$ cat src/rtl/instruction_execute_stage_pkg.sv
// Shared constants, ALU operation enum and decode helpers for the MIPS EX stage.
package instruction_execute_stage_pkg;

    localparam int unsigned NB_DATA = 32;

    localparam logic [1:0] ALUOP_ADD   = 2'b00;
    localparam logic [1:0] ALUOP_SUB   = 2'b01;
    localparam logic [1:0] ALUOP_RTYPE = 2'b10;
    localparam logic [1:0] ALUOP_ITYPE = 2'b11;

    localparam logic [1:0] FW_WB  = 2'b01;
    localparam logic [1:0] FW_MEM = 2'b10;

    localparam logic [5:0] FUNC_SLL  = 6'b000000;
    localparam logic [5:0] FUNC_SRL  = 6'b000010;
    localparam logic [5:0] FUNC_SRA  = 6'b000011;
    localparam logic [5:0] FUNC_SLLV = 6'b000100;
    localparam logic [5:0] FUNC_SRLV = 6'b000110;
    localparam logic [5:0] FUNC_SRAV = 6'b000111;
    localparam logic [5:0] FUNC_JALR = 6'b001001;
    localparam logic [5:0] FUNC_ADD  = 6'b100000;
    localparam logic [5:0] FUNC_ADDU = 6'b100001;
    localparam logic [5:0] FUNC_SUB  = 6'b100010;
    localparam logic [5:0] FUNC_SUBU = 6'b100011;
    localparam logic [5:0] FUNC_AND  = 6'b100100;
    localparam logic [5:0] FUNC_OR   = 6'b100101;
    localparam logic [5:0] FUNC_XOR  = 6'b100110;
    localparam logic [5:0] FUNC_NOR  = 6'b100111;
    localparam logic [5:0] FUNC_SLT  = 6'b101010;
    localparam logic [5:0] FUNC_SLTU = 6'b101011;

    localparam logic [5:0] OP_ADDI  = 6'b001000;
    localparam logic [5:0] OP_ADDIU = 6'b001001;
    localparam logic [5:0] OP_SLTI  = 6'b001010;
    localparam logic [5:0] OP_SLTIU = 6'b001011;
    localparam logic [5:0] OP_ANDI  = 6'b001100;
    localparam logic [5:0] OP_ORI   = 6'b001101;
    localparam logic [5:0] OP_XORI  = 6'b001110;
    localparam logic [5:0] OP_LUI   = 6'b001111;

    typedef enum logic [3:0] {
        AluZero, AluAdd, AluSub, AluAnd, AluOr, AluXor, AluNor, AluSlt,
        AluSltu, AluSll, AluSrl, AluSra, AluSllv, AluSrlv, AluSrav, AluPassB
    } alu_op_e;

    function automatic alu_op_e decode_rtype(input logic [5:0] func);
        case (func)
            FUNC_ADD, FUNC_ADDU: return AluAdd;
            FUNC_SUB, FUNC_SUBU: return AluSub;
            FUNC_AND:            return AluAnd;
            FUNC_OR:             return AluOr;
            FUNC_XOR:            return AluXor;
            FUNC_NOR:            return AluNor;
            FUNC_SLT:            return AluSlt;
            FUNC_SLTU:           return AluSltu;
            FUNC_SLL:            return AluSll;
            FUNC_SRL:            return AluSrl;
            FUNC_SRA:            return AluSra;
            FUNC_SLLV:           return AluSllv;
            FUNC_SRLV:           return AluSrlv;
            FUNC_SRAV:           return AluSrav;
            default:             return AluZero;  // includes JALR
        endcase
    endfunction

    function automatic alu_op_e decode_itype(input logic [5:0] opcode);
        case (opcode)
            OP_ADDI, OP_ADDIU: return AluAdd;
            OP_SLTI:           return AluSlt;
            OP_SLTIU:          return AluSltu;
            OP_ANDI:           return AluAnd;
            OP_ORI:            return AluOr;
            OP_XORI:           return AluXor;
            OP_LUI:            return AluPassB;
            default:           return AluZero;
        endcase
    endfunction

    function automatic logic [NB_DATA-1:0] fwd_sel(input logic [1:0] sel,
                                                   input logic [NB_DATA-1:0] reg_val,
                                                   input logic [NB_DATA-1:0] wb_val,
                                                   input logic [NB_DATA-1:0] mem_val);
        case (sel)
            FW_WB:   return wb_val;
            FW_MEM:  return mem_val;
            default: return reg_val;
        endcase
    endfunction

endpackage

$ cat src/rtl/instruction_execute_stage_if.sv
// ID/EX inputs and EX/MEM outputs of the EX stage; o_overflow exists only with
// EX_OVERFLOW_TRAP_EN defined.
interface instruction_execute_stage_if;
    import instruction_execute_stage_pkg::*;

    logic               i_stall, i_halt;
    logic [4:0]         i_rs, i_rt, i_rd, i_shamt;
    logic [NB_DATA-1:0] i_reg_DA, i_reg_DB, i_immediate, i_fwd_mem_data, i_fwd_wb_data;
    logic [5:0]         i_opcode, i_func;
    logic [15:0]        i_addr;
    logic               i_branch, i_jump, i_regDst, i_mem2Reg, i_memRead, i_memWrite;
    logic               i_regWrite, i_sign_flag, i_immediate_flag;
    logic [1:0]         i_aluSrc, i_aluOP, i_width, i_fw_a, i_fw_b;

    logic               o_mem2reg, o_memRead, o_memWrite, o_regWrite, o_jump, o_sign_flag;
    logic [1:0]         o_aluSrc, o_aluOP, o_width;
    logic [4:0]         o_write_reg;
    logic [NB_DATA-1:0] o_data4Mem, o_result;
`ifdef EX_OVERFLOW_TRAP_EN
    logic               o_overflow;
`endif

    modport master (
        output i_stall, i_halt, i_rs, i_rt, i_rd, i_shamt, i_reg_DA, i_reg_DB, i_immediate,
               i_fwd_mem_data, i_fwd_wb_data, i_opcode, i_func, i_addr, i_branch, i_jump,
               i_regDst, i_mem2Reg, i_memRead, i_memWrite, i_regWrite, i_sign_flag,
               i_immediate_flag, i_aluSrc, i_aluOP, i_width, i_fw_a, i_fw_b,
        input
`ifdef EX_OVERFLOW_TRAP_EN
               o_overflow,
`endif
               o_mem2reg, o_memRead, o_memWrite, o_regWrite, o_jump, o_sign_flag,
               o_aluSrc, o_aluOP, o_width, o_write_reg, o_data4Mem, o_result
    );

    modport slave (
        input  i_stall, i_halt, i_rs, i_rt, i_rd, i_shamt, i_reg_DA, i_reg_DB, i_immediate,
               i_fwd_mem_data, i_fwd_wb_data, i_opcode, i_func, i_addr, i_branch, i_jump,
               i_regDst, i_mem2Reg, i_memRead, i_memWrite, i_regWrite, i_sign_flag,
               i_immediate_flag, i_aluSrc, i_aluOP, i_width, i_fw_a, i_fw_b,
        output
`ifdef EX_OVERFLOW_TRAP_EN
               o_overflow,
`endif
               o_mem2reg, o_memRead, o_memWrite, o_regWrite, o_jump, o_sign_flag,
               o_aluSrc, o_aluOP, o_width, o_write_reg, o_data4Mem, o_result
    );

endinterface

$ cat src/rtl/instruction_execute_stage_ex_alu.sv
// Combinational 32-bit ALU; overflow flags signed overflow of AluAdd/AluSub only.
module ex_alu
    import instruction_execute_stage_pkg::*;
(
    input  alu_op_e            i_op,
    input  logic [NB_DATA-1:0] i_a,
    input  logic [NB_DATA-1:0] i_b,
    input  logic [4:0]         i_shamt,
    output logic [NB_DATA-1:0] o_result,
    output logic               o_overflow
);

    logic [NB_DATA-1:0] sum, diff;

    always_comb begin
        sum        = i_a + i_b;
        diff       = i_a - i_b;
        o_result   = '0;
        o_overflow = 1'b0;
        case (i_op)
            AluAdd: begin
                o_result   = sum;
                o_overflow = (i_a[31] == i_b[31]) && (sum[31] != i_a[31]);
            end
            AluSub: begin
                o_result   = diff;
                o_overflow = (i_a[31] != i_b[31]) && (diff[31] != i_a[31]);
            end
            AluAnd:   o_result = i_a & i_b;
            AluOr:    o_result = i_a | i_b;
            AluXor:   o_result = i_a ^ i_b;
            AluNor:   o_result = ~(i_a | i_b);
            AluSlt:   o_result = {31'b0, $signed(i_a) < $signed(i_b)};
            AluSltu:  o_result = {31'b0, i_a < i_b};
            AluSll:   o_result = i_b << i_shamt;
            AluSrl:   o_result = i_b >> i_shamt;
            AluSra:   o_result = $unsigned($signed(i_b) >>> i_shamt);
            AluSllv:  o_result = i_b << i_a[4:0];
            AluSrlv:  o_result = i_b >> i_a[4:0];
            AluSrav:  o_result = $unsigned($signed(i_b) >>> i_a[4:0]);
            AluPassB: o_result = i_b;
            default:  o_result = '0;
        endcase
    end

endmodule

$ cat src/rtl/instruction_execute_stage.sv
// MIPS EX stage: operand forwarding, ALU control decode, ALU and EX/MEM register.
// Define EX_OVERFLOW_TRAP_EN to add o_overflow and suppress regWrite on ADD/SUB/ADDI overflow.
module instruction_execute_stage
    import instruction_execute_stage_pkg::*;
(
    input logic                      clk,
    input logic                      i_rst,
    instruction_execute_stage_if.slave bus
);

    logic [NB_DATA-1:0] op_a, fwd_b, op_b, alu_result;
    logic [1:0]         mode;
    alu_op_e            alu_op;
    logic               alu_overflow;
    logic [4:0]         write_reg;
    logic               reg_write;
    logic               unused_ok;

    assign unused_ok = ^{bus.i_rs, bus.i_addr, bus.i_branch};

    always_comb begin
        op_a  = fwd_sel(bus.i_fw_a, bus.i_reg_DA, bus.i_fwd_wb_data, bus.i_fwd_mem_data);
        fwd_b = fwd_sel(bus.i_fw_b, bus.i_reg_DB, bus.i_fwd_wb_data, bus.i_fwd_mem_data);
        op_b  = fwd_b;
        if (bus.i_immediate_flag) begin
            case (bus.i_aluSrc)
                2'b00:   op_b = bus.i_immediate;
                2'b01:   op_b = {16'b0, bus.i_immediate[15:0]};
                default: op_b = {bus.i_immediate[15:0], 16'b0};
            endcase
        end
        // An immediate operand always implies opcode-driven decode
        mode = bus.i_immediate_flag ? ALUOP_ITYPE : bus.i_aluOP;
        case (mode)
            ALUOP_ADD:   alu_op = AluAdd;
            ALUOP_SUB:   alu_op = AluSub;
            ALUOP_RTYPE: alu_op = decode_rtype(bus.i_func);
            default:     alu_op = decode_itype(bus.i_opcode);
        endcase
        write_reg = bus.i_regDst ? bus.i_rd : bus.i_rt;
        if (bus.i_jump && bus.i_regWrite && !bus.i_regDst) write_reg = 5'd31;
    end

`ifdef EX_OVERFLOW_TRAP_EN
    logic trap;
    always_comb begin
        trap = alu_overflow &&
               (((mode == ALUOP_RTYPE) &&
                 (bus.i_func == FUNC_ADD || bus.i_func == FUNC_SUB)) ||
                ((mode == ALUOP_ITYPE) && (bus.i_opcode == OP_ADDI)));
        reg_write = bus.i_regWrite && !trap;
    end
`else
    logic unused_overflow;
    assign unused_overflow = alu_overflow;
    assign reg_write       = bus.i_regWrite;
`endif

    ex_alu u_alu (
        .i_op       (alu_op),
        .i_a        (op_a),
        .i_b        (op_b),
        .i_shamt    (bus.i_shamt),
        .o_result   (alu_result),
        .o_overflow (alu_overflow)
    );

    always_ff @(posedge clk) begin
        if (i_rst) begin
            bus.o_mem2reg   <= 1'b0;
            bus.o_memRead   <= 1'b0;
            bus.o_memWrite  <= 1'b0;
            bus.o_regWrite  <= 1'b0;
            bus.o_jump      <= 1'b0;
            bus.o_sign_flag <= 1'b0;
            bus.o_aluSrc    <= 2'b0;
            bus.o_aluOP     <= 2'b0;
            bus.o_width     <= 2'b0;
            bus.o_write_reg <= 5'b0;
            bus.o_data4Mem  <= '0;
            bus.o_result    <= '0;
`ifdef EX_OVERFLOW_TRAP_EN
            bus.o_overflow  <= 1'b0;
`endif
        end else if (!(bus.i_stall || bus.i_halt)) begin
            bus.o_mem2reg   <= bus.i_mem2Reg;
            bus.o_memRead   <= bus.i_memRead;
            bus.o_memWrite  <= bus.i_memWrite;
            bus.o_regWrite  <= reg_write;
            bus.o_jump      <= bus.i_jump;
            bus.o_sign_flag <= bus.i_sign_flag;
            bus.o_aluSrc    <= bus.i_aluSrc;
            bus.o_aluOP     <= bus.i_aluOP;
            bus.o_width     <= bus.i_width;
            bus.o_write_reg <= write_reg;
            bus.o_data4Mem  <= fwd_b;
            bus.o_result    <= alu_result;
`ifdef EX_OVERFLOW_TRAP_EN
            bus.o_overflow  <= trap;
`endif
        end
    end

endmodule

$ cat src/flat_wrapper.sv
// flat-port wrapper written by rule: the top's interface ports become plain ports
module instruction_execute_stage_flat import instruction_execute_stage_pkg::*;
  (clk, i_rst, bus_i_stall, bus_i_halt, bus_i_rs, bus_i_rt, bus_i_rd, bus_i_shamt, bus_i_reg_DA, bus_i_reg_DB, bus_i_immediate, bus_i_fwd_mem_data, bus_i_fwd_wb_data, bus_i_opcode, bus_i_func, bus_i_addr, bus_i_branch, bus_i_jump, bus_i_regDst, bus_i_mem2Reg, bus_i_memRead, bus_i_memWrite, bus_i_regWrite, bus_i_sign_flag, bus_i_immediate_flag, bus_i_aluSrc, bus_i_aluOP, bus_i_width, bus_i_fw_a, bus_i_fw_b, bus_o_mem2reg, bus_o_memRead, bus_o_memWrite, bus_o_regWrite, bus_o_jump, bus_o_sign_flag, bus_o_aluSrc, bus_o_aluOP, bus_o_width, bus_o_write_reg, bus_o_data4Mem, bus_o_result);
  instruction_execute_stage_if bus_i ();
  input logic clk;
  input logic i_rst;
  input wire logic [$bits(bus_i.i_stall)-1:0] bus_i_stall;
  input wire logic [$bits(bus_i.i_halt)-1:0] bus_i_halt;
  input wire logic [$bits(bus_i.i_rs)-1:0] bus_i_rs;
  input wire logic [$bits(bus_i.i_rt)-1:0] bus_i_rt;
  input wire logic [$bits(bus_i.i_rd)-1:0] bus_i_rd;
  input wire logic [$bits(bus_i.i_shamt)-1:0] bus_i_shamt;
  input wire logic [$bits(bus_i.i_reg_DA)-1:0] bus_i_reg_DA;
  input wire logic [$bits(bus_i.i_reg_DB)-1:0] bus_i_reg_DB;
  input wire logic [$bits(bus_i.i_immediate)-1:0] bus_i_immediate;
  input wire logic [$bits(bus_i.i_fwd_mem_data)-1:0] bus_i_fwd_mem_data;
  input wire logic [$bits(bus_i.i_fwd_wb_data)-1:0] bus_i_fwd_wb_data;
  input wire logic [$bits(bus_i.i_opcode)-1:0] bus_i_opcode;
  input wire logic [$bits(bus_i.i_func)-1:0] bus_i_func;
  input wire logic [$bits(bus_i.i_addr)-1:0] bus_i_addr;
  input wire logic [$bits(bus_i.i_branch)-1:0] bus_i_branch;
  input wire logic [$bits(bus_i.i_jump)-1:0] bus_i_jump;
  input wire logic [$bits(bus_i.i_regDst)-1:0] bus_i_regDst;
  input wire logic [$bits(bus_i.i_mem2Reg)-1:0] bus_i_mem2Reg;
  input wire logic [$bits(bus_i.i_memRead)-1:0] bus_i_memRead;
  input wire logic [$bits(bus_i.i_memWrite)-1:0] bus_i_memWrite;
  input wire logic [$bits(bus_i.i_regWrite)-1:0] bus_i_regWrite;
  input wire logic [$bits(bus_i.i_sign_flag)-1:0] bus_i_sign_flag;
  input wire logic [$bits(bus_i.i_immediate_flag)-1:0] bus_i_immediate_flag;
  input wire logic [$bits(bus_i.i_aluSrc)-1:0] bus_i_aluSrc;
  input wire logic [$bits(bus_i.i_aluOP)-1:0] bus_i_aluOP;
  input wire logic [$bits(bus_i.i_width)-1:0] bus_i_width;
  input wire logic [$bits(bus_i.i_fw_a)-1:0] bus_i_fw_a;
  input wire logic [$bits(bus_i.i_fw_b)-1:0] bus_i_fw_b;
  output wire logic [$bits(bus_i.o_mem2reg)-1:0] bus_o_mem2reg;
  output wire logic [$bits(bus_i.o_memRead)-1:0] bus_o_memRead;
  output wire logic [$bits(bus_i.o_memWrite)-1:0] bus_o_memWrite;
  output wire logic [$bits(bus_i.o_regWrite)-1:0] bus_o_regWrite;
  output wire logic [$bits(bus_i.o_jump)-1:0] bus_o_jump;
  output wire logic [$bits(bus_i.o_sign_flag)-1:0] bus_o_sign_flag;
  output wire logic [$bits(bus_i.o_aluSrc)-1:0] bus_o_aluSrc;
  output wire logic [$bits(bus_i.o_aluOP)-1:0] bus_o_aluOP;
  output wire logic [$bits(bus_i.o_width)-1:0] bus_o_width;
  output wire logic [$bits(bus_i.o_write_reg)-1:0] bus_o_write_reg;
  output wire logic [$bits(bus_i.o_data4Mem)-1:0] bus_o_data4Mem;
  output wire logic [$bits(bus_i.o_result)-1:0] bus_o_result;
  assign bus_i.i_stall = bus_i_stall;
  assign bus_i.i_halt = bus_i_halt;
  assign bus_i.i_rs = bus_i_rs;
  assign bus_i.i_rt = bus_i_rt;
  assign bus_i.i_rd = bus_i_rd;
  assign bus_i.i_shamt = bus_i_shamt;
  assign bus_i.i_reg_DA = bus_i_reg_DA;
  assign bus_i.i_reg_DB = bus_i_reg_DB;
  assign bus_i.i_immediate = bus_i_immediate;
  assign bus_i.i_fwd_mem_data = bus_i_fwd_mem_data;
  assign bus_i.i_fwd_wb_data = bus_i_fwd_wb_data;
  assign bus_i.i_opcode = bus_i_opcode;
  assign bus_i.i_func = bus_i_func;
  assign bus_i.i_addr = bus_i_addr;
  assign bus_i.i_branch = bus_i_branch;
  assign bus_i.i_jump = bus_i_jump;
  assign bus_i.i_regDst = bus_i_regDst;
  assign bus_i.i_mem2Reg = bus_i_mem2Reg;
  assign bus_i.i_memRead = bus_i_memRead;
  assign bus_i.i_memWrite = bus_i_memWrite;
  assign bus_i.i_regWrite = bus_i_regWrite;
  assign bus_i.i_sign_flag = bus_i_sign_flag;
  assign bus_i.i_immediate_flag = bus_i_immediate_flag;
  assign bus_i.i_aluSrc = bus_i_aluSrc;
  assign bus_i.i_aluOP = bus_i_aluOP;
  assign bus_i.i_width = bus_i_width;
  assign bus_i.i_fw_a = bus_i_fw_a;
  assign bus_i.i_fw_b = bus_i_fw_b;
  assign bus_o_mem2reg = bus_i.o_mem2reg;
  assign bus_o_memRead = bus_i.o_memRead;
  assign bus_o_memWrite = bus_i.o_memWrite;
  assign bus_o_regWrite = bus_i.o_regWrite;
  assign bus_o_jump = bus_i.o_jump;
  assign bus_o_sign_flag = bus_i.o_sign_flag;
  assign bus_o_aluSrc = bus_i.o_aluSrc;
  assign bus_o_aluOP = bus_i.o_aluOP;
  assign bus_o_width = bus_i.o_width;
  assign bus_o_write_reg = bus_i.o_write_reg;
  assign bus_o_data4Mem = bus_i.o_data4Mem;
  assign bus_o_result = bus_i.o_result;
  instruction_execute_stage u_core (.clk(clk), .i_rst(i_rst), .bus(bus_i));
endmodule
$ cat config.mk
export PLATFORM = sky130hd
export DESIGN_NAME = instruction_execute_stage_flat
export DESIGN_NICKNAME = d
export VERILOG_FILES = /design/src/rtl/instruction_execute_stage_pkg.sv /design/src/rtl/instruction_execute_stage_if.sv /design/src/rtl/instruction_execute_stage_ex_alu.sv /design/src/rtl/instruction_execute_stage.sv /design/src/flat_wrapper.sv
export SDC_FILE = /design/constraint.sdc
export NUM_CORES = 1
export LEC_CHECK = 0
export ABC_AREA = 1
export CAP_MARGIN = 20
export CORE_MARGIN = 2
export CORE_UTILIZATION = 50
export CTS_CLUSTER_SIZE = 28
export DETAILED_ROUTE_END_ITERATION = 8
export PLACE_DENSITY = 0.91
export SYNTH_ARGS = -nofsm -noshare
export SYNTH_HDL_FRONTEND = slang
export SYNTH_SLANG_ARGS = --single-unit
export TNS_END_PERCENT = 5
$ cat constraint.sdc
create_clock -name clk -period 4.9 [get_ports clk]
set_input_delay 0.98 -clock clk [delete_from_list [all_inputs] [get_ports clk]]
set_output_delay 0.98 -clock clk [all_outputs]
set_load 0.05 [all_outputs]
==> results of run 1 <==
## timing repair
action                     in CTS
buffers inserted                7
hold endpoints to repair        0
setup endpoints to repair      30
pin swaps                      21
hold buffers                    0
resized for setup             115
## stage by stage
stage               std cells  area, um^2
floorplan                3048       16600
global placement         4104       23100
detailed placement       4104       23100
CTS                      4127       23800
## synth_stat cells (all sizes together) (2+ instances only)
master	count	share of area
nand2	850	0.20
nand3	619	0.19
inv	270	0.062
o21ai	240	0.077
nor2	229	0.057
a21oi	191	0.058
ha	120	0.091
clkbuf	106	0.024
dfxtp	81	0.098
buf	76	0.028
a221o	28	0.017
o22ai	28	0.011
o21a	27	0.012
nand4	26	0.011
nor3	23	0.0070
xor2	18	0.0095
o211ai	15	0.0068
o2111ai	11	0.0058
o221ai	10	0.0053
a31oi	9	0.0034
o21bai	9	0.0041
a211oi	7	0.0032
nor4	7	0.0026
a22o	6	0.0032
a21o	4	0.0018
a221oi	4	0.0021
a22oi	4	0.0018
clkinv	4	0.00091
nand3b	4	0.0018
o31ai	4	0.0018
or2	4	0.0015
a21boi	3	0.0014
and2	2	0.00076
and3	2	0.00076
fa	2	0.0024
o2bb2ai	2	0.0011
## per-layer routing
layer,GRT usage,overflow
met5,0.634,5
met4,0.867,206
met3,0.762,55
met2,0.939,300
met1,0.803,29
## logic make-up after synthesis
family	count (synthesis)	synth area share
and+or+nand+nor	1767	0.468
buffers and inverters	456	0.114
AOI/OAI and AO/OA	604	0.217
DFF	81	0.0979
xor gates and xnor gates	18	0.00952
adders and majority gates	122	0.0931
==> impl_metrics.ini, run 1 <==
[run_status]
status = stopped before the end
stop_stage = global routing
tool.error = [ERROR GRT-0232] Routing congestion too high. Check the congestion heatmap in the GUI.

[place]
place_ws_ns = -1.07
portBuffers = 289
routabilityCongestion = 1.28
dp_hpwl_um = 73000

[synthesis]
synth-edff-count = 0
ys_types = 56
async_flop_share = 0
ys_ff_latch = 81
synth_area_per_cell_um2 = 5.43
synth_ff_type = dfxtp_1
syn-num-nets = 3401
yosysSeqAreaShare = 0.0979
netlist_instances = 3048
yosys_warnings = 0
synth_area_mm2 = 0.0166

[global_routing]
overflow = 595
grt_max_degree = 115
track_usage = 0.836

[clocking]
clock-sinks = 81
htree_levels = 3
cts_root_buf = clkbuf_16
cts_buffer_depth = 2
numCtsBuffers = 9

[die]
initial_core_util = 0.509
std_cell_rows = 66
die_w_um = 186
die-height_um = 186
io_pins = 312

[timing]
worst-endpoint-pin-kind = register data pin
grt-worst-endpoint = u_core.bus.o_result[28]$_SDFFE_PP0N_/D
==> run 2: changes to the inputs <==
CORE_UTILIZATION = 35   (was 50)
CTS_CLUSTER_SIZE = default   (was 28)
PLACE_DENSITY = default   (was 0.91)
PLACE_DENSITY_LB_ADDON = 0.15   (was default)
clock period = 6.37 ns   (was 4.9 ns; I/O delays follow)
==> run 2 against run 1 <==
  * Synthesized area stayed put
  * Synthesized cell count stayed put
  * The flow now finishes, with violations (design-rule violations)
==> impl_metrics.ini, run 2 <==
[synthesis]
synthTopCellsByCount = 836 x nand2_1, 616 x nand3_1, 252 x inv_1
yosys_warnings = 0
synth_area_per_cell_um2 = 5.43
synth_area_mm2 = 0.0166
synth-edff-count = 0
yosysTopAreaCellShare = 0.190
ys_types = 56
syn-num-nets = 3401
async_flop_share = 0
yosysMostFrequentCell = nand2_1
synth_ff_type = dfxtp_1
netlist_top_cells_area = nand2_1 19%, nand3_1 19%, dfxtp_1 9.8%
ys_ff_latch = 81
yosysSeqAreaShare = 0.0979
netlist_instances = 3048
yosys.area.top_type = nand2_1

[finish]
syn_to_final_growth_pct = 35.2
layout-drive-gt1-share = 0.123
mostFrequentLayoutCell = nand2_1
post-route-cell-area_mm2 = 0.0224
finish.net_count = 3860
final_cell_mix = 836 x nand2_1, 616 x nand3_1, 334 x buf_4

[clocking]
cts_tree = done
clk_latency_ns = 0.37
clk_pin_slew_ns = 0.07
numCtsBuffers = 9
htree_levels = 3
clock-sinks = 81
cts_buffer_depth = 2
post_cts_buffers = 0
cts_root_buf = clkbuf_16

[global_routing]
grt_first_pass_wirelength_um = 149000
grt_pass1_vias = 22684
antenna_found_initial = 2
overflow = 0
track_usage = 0.406
grt_max_degree = 73

[place]
place_area_mm2 = 0.0220
routabilityCongestion = 1.05
portBuffers = 289
dp_hpwl_um = 85700

[timing]
setup_tns_ns = 0
rsz0062_at_grt = false
hold_violations = 0
fmax_ghz = 0.164
setup_viol = 0
max_slew_margin = 0.360
drv_slew = 0
clock_skew_ns = 0
worstMarginPinSlew_ns = 0.958
layout_min_cycle_time_ns = 6.11
timing.final.crit_share = 0.960

[worst_hold_path]
min_path_cells = 2
hp-start = u_core.bus.o_result[0]$_SDFFE_PP0N_
hp-class = register to register

[die]
io_pins = 312
coreArea_mm2 = 0.0467
dieArea_mm2 = 0.0491
initial_core_util = 0.355
die_w_um = 222
std_cell_rows = 79
die-height_um = 222

[job]
maxCapViolCount = 0

[worst_setup_path]
max_stage_delay_ns = 0.47
path_class = input port to register
startpoint = bus_i_fw_b[0]
cpMaxStageDelayCell = clkdlybuf4s50_1
crit_fanout = 3
worstReg2RegStart = u_core.bus.o_result[30]$_SDFFE_PP0N_
reg2regPathDepth = 2
startpoint_type = input port
path_common_cell = nand2_1
critPathCaptureType = register
crit_arrival_ns = 6.36
critPathRequiredTime_ns = 6.62

[drt]
post_drt_wl_per_cell_um = 25.0
totalWireLength_um = 103000
met1_length_um = 43600
vias = 24344
topRoutingLayerUsed = met4
drc = 2
wl_met3_um = 11900
via_per_inst = 5.91
ant_nets = 0
firstDrtPassIters = 8
drt_iter0_drc = 3372
dr_wl_met2_um = 41300

[power_and_ir_drop]
powerDensity_mw_per_mm2 = 189
ir_drop_mv = 0.214
leakage_nw = 10.7

[run_status]
status = finished, violations left
violations = design-rule violations
run 2: metal layers:
metal / global-route usage / up-vias
li1: - / 11234
met3: 0.100 / 236
met5: 0 / -
met1: 0.551 / 11397
met4: 0.207 / 0
met2: 0.593 / 1477
run 2: timing repair:
item / CTS / global route
endpoints found under the setup margin: 0 / 13
hold buffers: 0 / 0
resized for setup: 0 / 11
run 2: kinds of logic after synthesis:
| logic type | after synthesis | share of synthesized area |
|---|---|---|
| XOR/XNOR | 18 | 0.00952 |
| adder cells (fa/ha/maj) | 122 | 0.0931 |
| AND/OR/NAND/NOR | 1767 | 0.468 |
| flip-flops | 81 | 0.0979 |
| buffers and inverters | 456 | 0.114 |
| AO/OA/AOI/OAI | 604 | 0.217 |
run 2: layout make-up:
| type | count | area [um^2] |
|---|---|---|
| fillers | 4978 | 24300 |
| multi-input cells | 2511 | 13100 |
| repair buffers | 630 | 5540 |
| flip-flops and latches | 81 | 1620 |
| inverters | 274 | 1030 |
| well taps | 607 | 759 |
| clock buffers | 11 | 253 |
| clock inverters | 5 | 85.1 |
| diodes | 2 | 5.00 |
run 2: power breakdown:
part | internal, mW | switching [mW] | total, mW
Sequential | 0.543 | 0.0237 | 0.566
Clock | 0.367 | 0.239 | 0.606
Combinational | 1.11 | 1.95 | 3.06
Total | 2.02 | 2.21 | 4.24
run 2: critical path, delay by kind of cell:
kind            cells  cell delay [ns]
fa+ha+maj           3             0.97
buf+inv            11             1.83
xor+xnor            1             0.16
simple gates       12             1.28
compound gates      5             0.86
run 2: final timing paths:
kind	end	slack (ns)
max reg2reg	u_core.bus.o_result[30]$_SDFFE_PP0N_	5.58
max	u_core.bus.o_result[12]$_SDFFE_PP0N_	0.26
min	u_core.bus.o_result[0]$_SDFFE_PP0N_	0.46
min reg2reg	u_core.bus.o_result[0]$_SDFFE_PP0N_	0.46
run 2: per-stage QoR:
| step | power (mW) | hold slack, ns | cells | util | setup WS [ns] |
|---|---|---|---|---|---|
| floorplan | 2.09 | 0.690 | 3048 | - | 1.31 |
| global placement | 3.51 | 0.454 | 4103 | 0.472 | -0.330 |
| detailed placement | 3.53 | 0.457 | 4103 | 0.472 | -0.332 |
| CTS | 4.15 | 0.467 | 4119 | 0.479 | 0.0273 |
| global route | 4.46 | 0.483 | 4121 | 0.480 | 0.00684 |
| finish | 4.24 | 0.463 | 4121 | 0.480 | 0.256 |
Note: power is estimated with default switching activity, not from simulation.
==> run 3: changes to the inputs <==
CAP_MARGIN = 5   (was 20)
==> results of run 3 <==
No change in the layout: final DEF, timing and power equal those of run 2.
